--- config.mk ---
export PLATFORM = sky130hd
export DESIGN_NAME = alu_result_collector
export DESIGN_NICKNAME = d
export VERILOG_FILES = /design/src/rtl/alu_pkg.sv /design/src/rtl/alu_result_fifo.sv /design/src/rtl/alu_result_collector.sv
export SDC_FILE = /design/constraint.sdc
export NUM_CORES = 1
export LEC_CHECK = 0
export BUFFER_PORTS_ARGS = -buffer_cell sky130_fd_sc_hd__buf_4
export CAP_MARGIN = 40
export CORE_MARGIN = 5
export CORE_UTILIZATION = 50
export DETAILED_ROUTE_END_ITERATION = 6
export HOLD_SLACK_MARGIN = 0.03
export PLACE_DENSITY = 0.72
export SLEW_MARGIN = 20
export SYNTH_ARGS = -nofsm -noshare
export SYNTH_HDL_FRONTEND = slang
export SYNTH_HIERARCHICAL = 1
export SYNTH_SLANG_ARGS = --single-unit
export TNS_END_PERCENT = 30
--- constraint.sdc ---
create_clock -name clk -period 1.9 [get_ports clk]
set_input_delay 0.38 -clock clk [delete_from_list [all_inputs] [get_ports clk]]
set_output_delay 0.38 -clock clk [all_outputs]
set_load 0.03 [all_outputs]
--- src/rtl/alu_pkg.sv ---
// Shared widths, flag vector type and flag bit positions for the ALU result collector.
package alu_pkg;
  localparam int OPCODE_W = 3;
  localparam int DATA_W   = 8;
  localparam int FLAG_W   = 4;
  localparam int ENTRY_W  = OPCODE_W + DATA_W + FLAG_W;

  localparam int FLAG_CARRY = 3;
  localparam int FLAG_ZERO  = 2;
  localparam int FLAG_OVF   = 1;
  localparam int FLAG_NEG   = 0;

  typedef logic [FLAG_W-1:0] flags_t;

  function automatic flags_t pack_flags(input logic carry, input logic zero,
                                        input logic ovf, input logic neg);
    flags_t f;
    f             = '0;
    f[FLAG_CARRY] = carry;
    f[FLAG_ZERO]  = zero;
    f[FLAG_OVF]   = ovf;
    f[FLAG_NEG]   = neg;
    return f;
  endfunction
endpackage

--- src/rtl/alu_result_fifo.sv ---
// First-word-fall-through FIFO; head is read straight from registered storage.
// Handshake: a write happens when wr_valid_i && wr_ready_o, a read when rd_valid_o && rd_ready_i, both at clk rise.
module alu_result_fifo #(
  parameter int WIDTH = 15,
  parameter int DEPTH = 4
) (
  input  logic                     clk,
  input  logic                     rst,
  input  logic                     wr_valid_i,
  output logic                     wr_ready_o,
  input  logic [WIDTH-1:0]         wr_data_i,
  output logic                     rd_valid_o,
  input  logic                     rd_ready_i,
  output logic [WIDTH-1:0]         rd_data_o,
  output logic [$clog2(DEPTH):0]   count_o,
  output logic                     push_o
);
  localparam int PW = $clog2(DEPTH);
  localparam int CW = PW + 1;

  logic [WIDTH-1:0] mem_q [DEPTH];
  logic [PW-1:0]    wr_ptr_q, wr_ptr_d;
  logic [PW-1:0]    rd_ptr_q, rd_ptr_d;
  logic [CW-1:0]    count_q, count_d;
  logic             push, pop;

  // Ready depends on rst so nothing is taken during reset.
  assign wr_ready_o = !rst && (count_q < CW'(DEPTH));
  assign rd_valid_o = (count_q != '0);
  assign push       = wr_valid_i && wr_ready_o;
  assign pop        = rd_valid_o && rd_ready_i && !rst;
  assign rd_data_o  = mem_q[rd_ptr_q];
  assign count_o    = count_q;
  assign push_o     = push;

  always_comb begin
    wr_ptr_d = wr_ptr_q;
    rd_ptr_d = rd_ptr_q;
    count_d  = count_q;
    if (push) wr_ptr_d = wr_ptr_q + PW'(1);
    if (pop)  rd_ptr_d = rd_ptr_q + PW'(1);
    case ({push, pop})
      2'b10:   count_d = count_q + CW'(1);
      2'b01:   count_d = count_q - CW'(1);
      default: count_d = count_q;
    endcase
  end

  always_ff @(posedge clk) begin
    if (rst) begin
      wr_ptr_q <= '0;
      rd_ptr_q <= '0;
      count_q  <= '0;
    end else begin
      wr_ptr_q <= wr_ptr_d;
      rd_ptr_q <= rd_ptr_d;
      count_q  <= count_d;
    end
  end

  always_ff @(posedge clk) begin
    if (push) mem_q[wr_ptr_q] <= wr_data_i;
  end
endmodule

--- src/rtl/alu_result_collector.sv ---
// Collects ALU results with flags into a FWFT FIFO, counts accepted entries.
// Optional sticky flag accumulation is enabled by defining ALU_COLLECTOR_STICKY_EN.
module alu_result_collector
  import alu_pkg::*;
#(
  parameter int DEPTH = 4
) (
  input  logic                   clk,
  input  logic                   rst,
  input  logic                   in_valid,
  output logic                   in_ready,
  input  logic [OPCODE_W-1:0]    in_opcode,
  input  logic [DATA_W-1:0]      in_result,
  input  logic                   in_carry_out,
  input  logic                   in_zero,
  input  logic                   in_overflow,
  input  logic                   in_negative,
  output logic                   out_valid,
  input  logic                   out_ready,
  output logic [OPCODE_W-1:0]    out_opcode,
  output logic [DATA_W-1:0]      out_result,
  output logic [FLAG_W-1:0]      out_flags,
  output logic [FLAG_W-1:0]      sticky_flags,
  input  logic                   sticky_clr,
  output logic [$clog2(DEPTH):0] count,
  output logic [7:0]             accepted
);
  flags_t             in_flags;
  logic [ENTRY_W-1:0] wr_data, rd_data;
  logic               push;
  logic [7:0]         accepted_q, accepted_d;

  assign in_flags = pack_flags(in_carry_out, in_zero, in_overflow, in_negative);
  assign wr_data  = {in_opcode, in_result, in_flags};

  alu_result_fifo #(
    .WIDTH (ENTRY_W),
    .DEPTH (DEPTH)
  ) u_fifo (
    .clk        (clk),
    .rst        (rst),
    .wr_valid_i (in_valid),
    .wr_ready_o (in_ready),
    .wr_data_i  (wr_data),
    .rd_valid_o (out_valid),
    .rd_ready_i (out_ready),
    .rd_data_o  (rd_data),
    .count_o    (count),
    .push_o     (push)
  );

  assign out_opcode = rd_data[ENTRY_W-1 -: OPCODE_W];
  assign out_result = rd_data[FLAG_W +: DATA_W];
  assign out_flags  = rd_data[FLAG_W-1:0];

  assign accepted_d = push ? accepted_q + 8'd1 : accepted_q;
  assign accepted   = accepted_q;

  always_ff @(posedge clk) begin
    if (rst) accepted_q <= '0;
    else     accepted_q <= accepted_d;
  end

`ifdef ALU_COLLECTOR_STICKY_EN
  flags_t sticky_q, sticky_d;

  // A clear coincident with a push leaves exactly the pushed flags.
  always_comb begin
    sticky_d = sticky_clr ? '0 : sticky_q;
    if (push) sticky_d = sticky_d | in_flags;
  end

  always_ff @(posedge clk) begin
    if (rst) sticky_q <= '0;
    else     sticky_q <= sticky_d;
  end

  assign sticky_flags = sticky_q;
`else
  logic unused_sticky_clr;
  assign unused_sticky_clr = sticky_clr;
  assign sticky_flags      = '0;
`endif
endmodule

# --- Word level (Yosys, flattened, before mapping) ---
# Memory sizes are Yosys's and may differ from the RTL's. A register that Yosys moved wholly into a read port is not among the register bits.
# Index checks and enable logic that the tools add are counted.
totals:
  register_bits: 15
  ram_bits: 60
  in_bits: 20
  output_inout_bits: 32
  word_cells: 25
  memories: 1
memory_table:
  columns: ["name", "words", "width", "read_ports", "rd_clocked_by_memory_dff", "wr", "line_no", "rtl"]
  rows:
  - ["u_fifo.mem_q", 4, 15, 1, 1, 1, "alu_result_fifo.sv:21", "logic [WIDTH-1:0] mem_q [DEPTH];"]
classes:
  add_sub_neg: 5
  n_lt_le_gt_ge: 1
  eq_ne: 2
  muxes: 5
  n_reduce_logical: 7
ops:
  columns: ["operator", "count"]
  rows:
  - ["$add 8x1->8 const B", 1]
  - ["$pmux 3 s2", 1]
  - ["$add 2x1->2 const B", 2]
  - ["$logic_and 1x1->1", 4]
  - ["$mux 2", 2]
  - ["$add 3x1->3 const B", 1]
  - ["$lt 3x3->1 const B", 1]
  - ["$reduce_bool 3->1", 1]
  - ["$sub 3x1->3 const B", 1]
  - ["$eq 2x1->1 const B", 1]
  - ["$eq 2x2->1 const B", 1]
  - ["$mux 1", 2]
  - ["$reduce_bool 2->1", 1]
  - ["$logic_not 1->1", 1]

# --- Logic depth before layout (Yosys ltp) ---
# Gate-level depths: netlist of the first run.
logic_depth:
  word_depth: 5
  ltp_mapped: 8
  depth_no_buf: 8

# --- Hierarchy ---
# The synthesis of the first run kept the hierarchy.
by_module_without_submodules:
  columns: ["module", "n_inst", "cells_each", "area_per_inst_um2", "seq_area_each_um2"]
  rows:
  - ["alu_result_fifo", 1, 128, 2660.1, 1981.9]
  - ["alu_result_collector", 1, 42, 372.9, 160.2]

# --- Worst setup path after synthesis of the first run ---
# No wires, ideal clock.
synth_timing:
  path_kind: "register to register"
  start: "register u_fifo.count_q[2] (netlist: u_fifo/count_o[2])"
  end: "register u_fifo.count_q[2] (netlist: u_fifo/count_o[2])"
  setup_ns: 0.071
  arrival_ns: 2.011
  required_time_ns: 1.829
  path_slack_ns: -0.181
  path_stages_with_launch: 9
  path_buffers: 0
  synth_period_minus_slack_ns: 2.081
  cell_sequence: "dfxtp_1 -> o31ai_1 -> nor2_1 -> ha_1 -> inv_1 -> fa_1 -> xor2_1 -> or3_1 -> a21oi_1"
synth_via:
  elab_chain_cells: 5
  elab_cells_between_ends: 12
  classes_between: "add/sub: 2; order compare: 1; eq/ne: 2; mux: 1; reduce/logical: 6"
synth_lines:
  columns: ["element", "line_no", "rtl"]
  rows:
  - ["start, declared", "alu_result_fifo.sv:24", "logic [CW-1:0] count_q, count_d;"]
  - ["start signal, assigned", "alu_result_fifo.sv:57", "count_q <= count_d;"]
  - ["$reduce_bool 3->1 (*)", "alu_result_fifo.sv:29", "assign rd_valid_o = (count_q != '0);"]
  - ["$logic_and 1x1->1 (*) (2 in series)", "alu_result_fifo.sv:31", "assign pop = rd_valid_o && rd_ready_i && !rst;"]
  - ["via u_fifo.pop", "alu_result_fifo.sv:25", "logic push, pop;"]
  - ["$eq 2x1->1 or $eq 2x2->1 (tied branches)", "alu_result_fifo.sv:42", "case ({push, pop})"]
  - ["$pmux 3 s2 or $reduce_bool 2->1 (tied branches)", null, null]
# Mark *: on every way through the listed nets, which the timed path passes. The rest lies on a longest branch.
# A chain may end at the register's enable or synchronous reset.

==> run metrics, run 1 <==
Syn. warnings=6; DP Cell Count=299; DR WL/cell=15.35 µm; Data required, critical path=1.52 ns; chip width=87.89 µm; GRT overflow=0; period utilization=1.053; Max-cap violations=0; placed inst area=0.003546 mm²; Final nets=266; Post-route DRC=0; CP Capture Type=output pin; synth unique cells=29; Layout Skew=0.004293 ns; Max IR drop VDD=505.6 µV; leakage=1.418 nW; Synth area leader=edfxtp_1; clock buffer count from CTS=9; TritonCTS clock tree=done; fin crit period=2.000 ns; Worst Path Arrival=1.62 ns; unrepaired setup endpoints after global routing=yes; min-delay worst type=in -> reg; syn_area_per_cell=17.84 µm²; peak per-stage delay on the critical path=0.49 ns; Tot Pwr=0.003721 W; Final Hold Slack=0.2467 ns; commonest cells after routing, fill and taps aside=edfxtp_1 (60), buf_4 (44), buf_6 (15); Core Box Area=0.005921 mm²; Total GRT Usage=0.1506; DRT Pass-1 Iters=2; synth top area cells=edfxtp_1 (59%), dfxtp_1 (11%), mux4_2 (7.4%); final setup margin=-0.1001 ns; antenna-violating nets left=0; P per Cell Area=959.7 mW/mm²; Final setup violation count=12; slowest stage cell, crit path=mux4_2; I/O Buffers=46; die area=0.007724 mm²; Fin. Hold Viols=0; utilization after layout=0.6549; initial antenna violation count=0; Netlist Area Pre-Place=0.003033 mm²; run status=finished, violations left; Top FF cell, synth=edfxtp_1; overall routed net length=4898 µm; asr flop ratio synth=0; 1st-iter DRT viols=47; Max Slew Vio Count=0; hpwl dp=3303 µm; part of the Yosys area used for sequential elements=0.7063; largest net degree at the start of global routing=16; I/O pins=52; Clock Pin Slew Worst Setup and Hold Paths=0.07 ns; cell family with most CP delay=multiplexers; fin cells=319; maximum clock path buffer count=2; GP Congestion=0.7612; via/cell ratio=5.025; diode count=0; share of the synthesized area in the top cell type=0.5941; Sinks on Clock Net=77; Worst setup SP type=flip-flop; crit-path cells=buf_12 -> buf_12 -> mux4_2 -> buf_6; WS Path Type=reg -> out; Die Y-Extent=87.89 µm; Buf+Inv Stages, Crit Path=3; number of synthesized flops with an enable pin=60; Area Overhead vs Synth=27.85%; first-pass GRT wire length=8445 µm; worst-path fanout max=6; vias in the first global route=1725; CTS H-Tree Depth=3; commonest non-fill, non-tap cell in the layout=edfxtp_1; flops & latches, synth=77; Initial Util=0.5123; CTS root buf=clkbuf_8; via count=1603; Site Rows=28; f_max=0.5000 GHz; cell mode on critical path=buf_12; failing checks=negative setup slack; layout cells sized above 1=0.4016; Syn Inst Count=170; Worst-Skew Late Latency=0.33 ns; final instance area=0.003877 mm²
[where the power goes]
part | leakage (nW) | switching, W | internal (W)
clock network | 0.0923 | 0.000538 | 0.000604
logic | 0.641 | 0.000325 | 0.000341
registers | 0.685 | 0.0000379 | 0.00188
[flip-flops by register name, summed over array words and instances, names as in the netlist, named ones only]
signal           flops
u_fifo/count_o       3
u_fifo/rd_ptr_q      2
accepted             8
u_fifo/mem_q        60
u_fifo/wr_ptr_q      2
[layout make-up]
cell class | count | area, µm²
Timing Repair Buffer | 65 | 626.9
Clock inverter | 6 | 63.81
Tap cell | 75 | 93.84
Inverter | 6 | 22.52
Clock buffer | 10 | 127.6
Fill cell | 420 | 2043
Multi-Input combinational cell | 80 | 790.8
Sequential cell | 77 | 2152
[metrics by stage]
stage | setup WS (ns) | TNS [ns]
after detailed placement | -0.05358 | -0.05358
after global routing | -0.1587 | -1.728
after floorplan | 0.001140 | 0
after global placement | -0.005881 | -0.005881
final | -0.1001 | -0.8794
after CTS | -0.1263 | -1.255
[synthesized netlist by cell type (4+ instances only)]
cell	count
a21oi_1	5
inv_1	6
o21ai_0	4
xor2_1	7
edfxtp_1	60
buf_4	5
and2_1	4
mux4_1	5
ha_1	6
nor2_1	14
dfxtp_1	17
mux4_2	10
or3_1	5
[cell families (layout without fill, tap and decap cells)]
kind of cell,count (synthesis),count (layout),share of synthesized area
muxes,16,16,0.1209
xor gates and xnor gates,9,9,0.02599
and+or+nand+nor,32,32,0.05734
AOI/OAI and AO/OA,12,12,0.02269
adders and majority gates,7,7,0.03135
buffers and inverters,16,87,0.03424
other,1,4,0.001236
DFF,77,77,0.7063
[metal layers]
metal	routed length (µm)	part of all wire	track usage	up-vias
li1	-	-	-	778
met2	2561	0.52	0.2486	44
met5	0	0	0	-
met1	2007	0.41	0.1841	774
met3	258	0.053	0.03857	7
met4	71	0.014	0.07531	0
[worst register-to-register path, cell delays in order, from the launching register on]
cell and delay, ns:
dfxtp_4 0.40, o31ai_1 0.09, nor2_1 0.09, ha_1 0.17
inv_1 0.05, fa_1 0.37, xor2_1 0.15, or3_1 0.31
a21oi_1 0.13
[timing repair]
action                     CTS  global route
hold buffers                 0             0
gates cloned                 1             0
gates resized for setup     19             1
setup buffers                3             0
setup endpoints to repair   15            16
[path summary, 6_finish.rpt]
check	startpoint	endpoint	slack (ns)	depth (start not counted)
max	flip-flop	out_opcode[0]	-0.10	4
min	in_carry_out	u_fifo/mem_q[0][3]	0.25	1
max reg2reg	u_fifo/count_o[2]	u_fifo/count_o[2]	0.07	8
min reg2reg	accepted[7]	accepted[7]	0.49	2
No activity file was read; power rests on OpenSTA's default activity.
==> run 2: changes to the inputs <==
Settings changed: PLACE_DENSITY 0.72 to 0.69.
Clock period 1.9 ns to 2.5 ns, I/O delays scaled along.
==> run 2 against run 1 <==
  * The run now ends clean
  * Core utilization shrank 3.0 points
  * Sequential power fell by 24%
  * Setup slack better by 0.25 ns
  * Sequential cell count did not move
  * Via count shrank 1.2%
  * Cell count fell by 3.4%
  * Clock power decreased by 13%
  * Worst hold slack better by 0.12 ns
  * Combinational power is 40% lower
  * Clock-buffer cell count rose by 5
  * Final area decreased by 4.6%
  * Critical endpoint is now out_opcode[2]
  * Largest power group unchanged
==> run metrics, run 2 (same netlist as run 1, synthesis figures left out) <==
TritonCTS clock tree=done (unchanged); Layout Skew=0.005143 ns (was 0.004293 ns); I/O Buffers=46 (unchanged); GRT overflow=0 (unchanged); Top reg by flops=u_fifo/mem_q (unchanged); setup TNS=0 ns (was -0.8794 ns); first-pass GRT wire length=7900 µm (was 8445 µm); antenna-violating nets left=0 (unchanged); post_cts resized=0 (was 19); commonest non-fill, non-tap cell in the layout=edfxtp_1 (unchanged); GP Congestion=0.6717 (was 0.7612); maximum clock path buffer count=2 (unchanged); largest net degree at the start of global routing=20 (was 16); CTS root buf=clkbuf_8 (unchanged); switching share of total power=0.2300 (was 0.2420); Total GRT Usage=0.1393 (was 0.1506); fin crit period=2.349 ns; Die Y-Extent=87.89 µm (unchanged); worst-margin pin slew=0.7022 ns; final setup margin=0.1506 ns (was -0.1001 ns); leakage=1.354 nW (was 1.418 nW); Max Slew Vio Count=0 (unchanged); CP Capture Type=output pin (unchanged); Clock Pin Slew Worst Setup and Hold Paths=0.07 ns (about the same); placed inst area=0.003462 mm² (was 0.003546 mm²); utilization after layout=0.6245 (was 0.6549); DRT Pass-1 Iters=6 (was 2); layout cells sized above 1=0.3476 (was 0.4016); period utilization=0.9398; chip width=87.89 µm (unchanged); Final nets=255 (was 266); Setup WS pre-CTS=0.3659 ns (was -0.05358 ns); CTS H-Tree Depth=3 (unchanged); DR WL/cell=16.37 µm (was 15.35 µm); min-delay worst type=in -> reg (unchanged); commonest cells after routing, fill and taps aside=edfxtp_1 (60), buf_4 (54), dfxtp_1 (17) (was edfxtp_1 (60), buf_4 (44), buf_6 (15)); cell family with most CP delay=multiplexers (unchanged); Site Rows=28 (unchanged); Worst Path Arrival=1.85 ns (was 1.62 ns); Largest register FFs=60 (unchanged); WS Path Type=reg -> out (unchanged); Area Overhead vs Synth=21.91% (was 27.85%); Sinks on Clock Net=77 (unchanged); initial antenna violation count=0 (unchanged); Layout fillers=442 (was 420); f_max=0.4256 GHz; Core Box Area=0.005921 mm² (unchanged); Buf+Inv Stages, Crit Path=2 (was 3); RR Startpoint=u_fifo/count_o[2] (unchanged); CTS Hold Bufs=0 (unchanged); Max-cap violations=0 (unchanged); reg-to-reg slack, setup=0.47 ns (was 0.07 ns); cell count of the worst hold path=1 (unchanged); overall routed net length=5042 µm (was 4898 µm); Final setup violation count=0 (was 12); worst-path fanout max=10 (was 6); via count=1583 (was 1603); NetSw=0.0006554 W (was 0.0009005 W); Max IR drop VDD=464.8 µV (was 505.6 µV); Initial Util=0.5123 (unchanged); Post-route DRC=0 (unchanged); via/cell ratio=5.140 (was 5.025); hpwl dp=3541 µm (was 3303 µm); Pint=0.002195 W (was 0.002821 W); unrepaired setup endpoints after global routing=no (was yes); run status=finished clean (was finished, violations left); final instance area=0.003697 mm² (was 0.003877 mm²); R2R cell count=8 (unchanged); clock network power share=0.350 (was 0.307); 1st-iter DRT viols=43 (was 47); hold path startpoint=in_opcode[0] (was in_carry_out); worst r2r dst=u_fifo/count_o[2] (unchanged); Data required, critical path=2.00 ns (was 1.52 ns); Combinational Power Share=0.140 (was 0.179); die area=0.007724 mm² (unchanged); P per Cell Area=770.8 mW/mm² (was 959.7 mW/mm²); worst hold path endpoint=u_fifo/mem_q[1][12] (was u_fifo/mem_q[0][3]); Fin. Hold Viols=0 (unchanged); vias in the first global route=1677 (was 1725); clock buffer count from CTS=9 (unchanged); relative slew slack=0.5312; slowest stage cell, crit path=mux4_2 (unchanged); Setup Buffers After CTS=0 (was 3); sequential share of power=0.511 (was 0.514); diode count=0 (unchanged); Worst-Skew Late Latency=0.33 ns (about the same); crit-path cells=buf_4 -> mux4_2 -> buf_4 (was buf_12 -> buf_12 -> mux4_2 -> buf_6); I/O pins=52 (unchanged); peak per-stage delay on the critical path=0.54 ns (was 0.49 ns); cell mode on critical path=buf_4 (was buf_12); Worst setup SP type=flip-flop (unchanged)
-- run 2: cell count changes in the layout (fill, tap and decap cells not counted), sizes merged --
cell	previous run	this run
buf	65	54
clkbuf	10	15
clkinv	3	1
clkinvlp	2	0
bufinv	1	0
-- run 2: power groups by stage --
stage               sequential (W)  clock (W)  combinational (W)
floorplan                  0.00149          0           0.000272
global placement           0.00148          0           0.000394
detailed placement         0.00149          0           0.000404
CTS                        0.00146    0.00102           0.000405
global route               0.00146    0.00109           0.000427
finish                     0.00146   0.000997           0.000398
-- run 2: per-stage QoR --
step | hold slack (ns) | total power (W) | instances
after floorplan | 0.4847 | 0.001759 | 173
after global placement | 0.4691 | 0.001876 | 292
after detailed placement | 0.5059 | 0.001889 | 292
after CTS | 0.3516 | 0.002887 | 308
after global routing | 0.3435 | 0.002974 | 308
final | 0.3706 | 0.002850 | 308
-- run 2: area by class of cell --
cell class	instances	area, µm²	area share
repair buffers	54	405.4	0.1096
well taps	75	93.84	0.02538
inverters	6	22.52	0.006091
clock inverters	1	5.005	0.001354
multi-input cells	80	798.3	0.2159
flip-flops and latches	77	2142	0.5794
clock buffers	15	230.2	0.06227
-- run 2: routing by layer --
metal | global-route usage | vias up | share of wire
li1 | - | 757 | -
met2 | 0.2486 | 38 | 0.54
met5 | 0 | - | 0
met1 | 0.1492 | 784 | 0.39
met4 | 0.06695 | 0 | 0.0079
met3 | 0.04327 | 4 | 0.062
-- run 2: worst max-delay path by stage --
| stage | slack (ns) | start | depth (start not counted) | end |
|---|---|---|---|---|
| 3_3_place_gp | 0.42 | rst | 9 | u_fifo/count_o[2] |
| 3_5_place_dp | 0.37 | rst | 9 | u_fifo/count_o[2] |
| 5_1_grt | 0.03 | flip-flop | 3 | out_opcode[2] |
| 6_report | 0.15 | flip-flop | 3 | out_opcode[2] |
| 2_1_floorplan | 0.42 | u_fifo/count_o[2] | 8 | u_fifo/count_o[2] |
| 4_1_cts | 0.09 | flip-flop | 3 | out_opcode[2] |
==> run 3: changes to the inputs <==
Settings changed: CTS_BUF_LIST from default to sky130_fd_sc_hd__clkbuf_8.
==> run 3 against run 2 <==
  * Sequential share of layout area shrank 0.23 points
  * Final area rose by 0.41%
  * Routed wire length grew 1.9%
  * Clock power rose by 11%
  * Power up 4.2%
  * Critical endpoint unchanged
  * Largest power group unchanged
==> run metrics, run 3 (same netlist as run 1, synthesis figures left out) <==
run status=finished clean (unchanged); Max-cap violations=0 (unchanged); Initial Util=0.5123 (unchanged); reg-to-reg slack, setup=0.47 ns (about the same); initial antenna violation count=0 (unchanged); Max IR drop VDD=471.3 µV (was 464.8 µV); via count=1591 (was 1583); Setup WS pre-CTS=0.3659 ns (unchanged); worst r2r dst=u_fifo/count_o[2] (unchanged); post_cts resized=0 (unchanged); leakage=1.364 nW (was 1.354 nW); worst hold path endpoint=u_fifo/mem_q[1][12] (unchanged); DR WL/cell=16.68 µm (was 16.37 µm); period utilization=0.9388 (was 0.9398); Core Box Area=0.005921 mm² (unchanged); Max Slew Vio Count=0 (unchanged); Die Y-Extent=87.89 µm (unchanged); 1st-iter DRT viols=34 (was 43); Final setup violation count=0 (unchanged); Worst Path Arrival=1.85 ns (about the same); worst-path fanout max=10 (unchanged); I/O Buffers=46 (unchanged); R2R cell count=8 (unchanged); setup TNS=0 ns (unchanged); via/cell ratio=5.166 (was 5.140); hold path startpoint=in_opcode[0] (unchanged); die area=0.007724 mm² (unchanged); antenna-violating nets left=0 (unchanged); cell count of the worst hold path=1 (unchanged); Largest register FFs=60 (unchanged); clock buffer count from CTS=9 (unchanged); commonest cells after routing, fill and taps aside=edfxtp_1 (60), buf_4 (54), dfxtp_1 (17) (unchanged); min-delay worst type=in -> reg (unchanged); Fin. Hold Viols=0 (unchanged); diode count=0 (unchanged); chip width=87.89 µm (unchanged); Area Overhead vs Synth=22.40% (was 21.91%); TritonCTS clock tree=done (unchanged); Worst setup SP type=flip-flop (unchanged); vias in the first global route=1679 (was 1677); CP Capture Type=output pin (unchanged); overall routed net length=5138 µm (was 5042 µm); layout cells sized above 1=0.3476 (unchanged); final setup margin=0.1530 ns (was 0.1506 ns); maximum clock path buffer count=2 (unchanged); CTS root buf=clkbuf_8 (unchanged); Final nets=255 (unchanged); fin crit period=2.347 ns (was 2.349 ns); P per Cell Area=799.8 mW/mm² (was 770.8 mW/mm²); f_max=0.4261 GHz (was 0.4256 GHz); Post-route DRC=0 (unchanged); Setup Buffers After CTS=0 (unchanged); Total GRT Usage=0.1421 (was 0.1393); I/O pins=52 (unchanged); RR Startpoint=u_fifo/count_o[2] (unchanged); WS Path Type=reg -> out (unchanged); worst-margin pin slew=0.6940 ns (was 0.7022 ns); relative slew slack=0.5367 (was 0.5312); CTS Hold Bufs=0 (unchanged); Clock Pin Slew Worst Setup and Hold Paths=0.08 ns (was 0.07 ns); Layout Skew=0.006201 ns (was 0.005143 ns); Top reg by flops=u_fifo/mem_q (unchanged); commonest non-fill, non-tap cell in the layout=edfxtp_1 (unchanged); GP Congestion=0.6717 (unchanged); hpwl dp=3541 µm (unchanged); Data required, critical path=2.00 ns (about the same); Worst-Skew Late Latency=0.33 ns (about the same); GRT overflow=0 (unchanged); largest net degree at the start of global routing=20 (unchanged); DRT Pass-1 Iters=4 (was 6); Sinks on Clock Net=77 (unchanged); Site Rows=28 (unchanged); unrepaired setup endpoints after global routing=no (unchanged); CTS H-Tree Depth=3 (unchanged); first-pass GRT wire length=8038 µm (was 7900 µm)
[run 3: layout make-up]
cell class              count  area (µm²)
clock inverters             5       98.84
clock buffers              11       151.4
repair buffers             54       405.4
multi-input cells          80       798.3
inverters                   6       22.52
well taps                  75       93.84
fillers                   438        2208
flip-flops and latches     77        2142
[run 3: how the worst max path moves through the flow]
stage,start,to,slack [ns],cells past startpoint
global route,flip-flop,out_opcode[2],0.03,3
global placement,rst,u_fifo/count_o[2],0.42,9
finish,flip-flop,out_opcode[2],0.15,3
floorplan,u_fifo/count_o[2],u_fifo/count_o[2],0.42,8
detailed placement,rst,u_fifo/count_o[2],0.37,9
CTS,flip-flop,out_opcode[2],0.09,3
[run 3: per-layer routing]
metal / part of all wire / track usage
met1: 0.39 / 0.1536
met2: 0.54 / 0.2555
met3: 0.056 / 0.04045
met4: 0.0093 / 0.06695
met5: 0 / 0
[run 3: where the power goes]
part	switching (W)	leakage, nW	internal, W	total (W)
registers	0.0000317	0.683	0.00142	0.00146
clock network	0.000401	0.131	0.000713	0.00111
logic	0.000225	0.550	0.000174	0.000399
total	0.000658	1.36	0.00231	0.00297
[run 3: worst max-delay path: stages (launching register included)]
cell	delay [ns]
dfxtp_1	0.49
buf_4	0.31
mux4_2	0.54
buf_4	0.19
[run 3: stage by stage]
stage	power [W]	instances	instance area (µm²)	hold slack, ns	utilization
after detailed placement	0.001889	292	3462	0.5059	0.5847
final	0.002969	308	3712	0.3692	0.6270
after global placement	0.001876	292	3462	0.4691	0.5847
after floorplan	0.001759	173	3044	0.4847	-
after CTS	0.003003	308	3712	0.3516	0.6270
after global routing	0.003089	308	3712	0.3439	0.6270
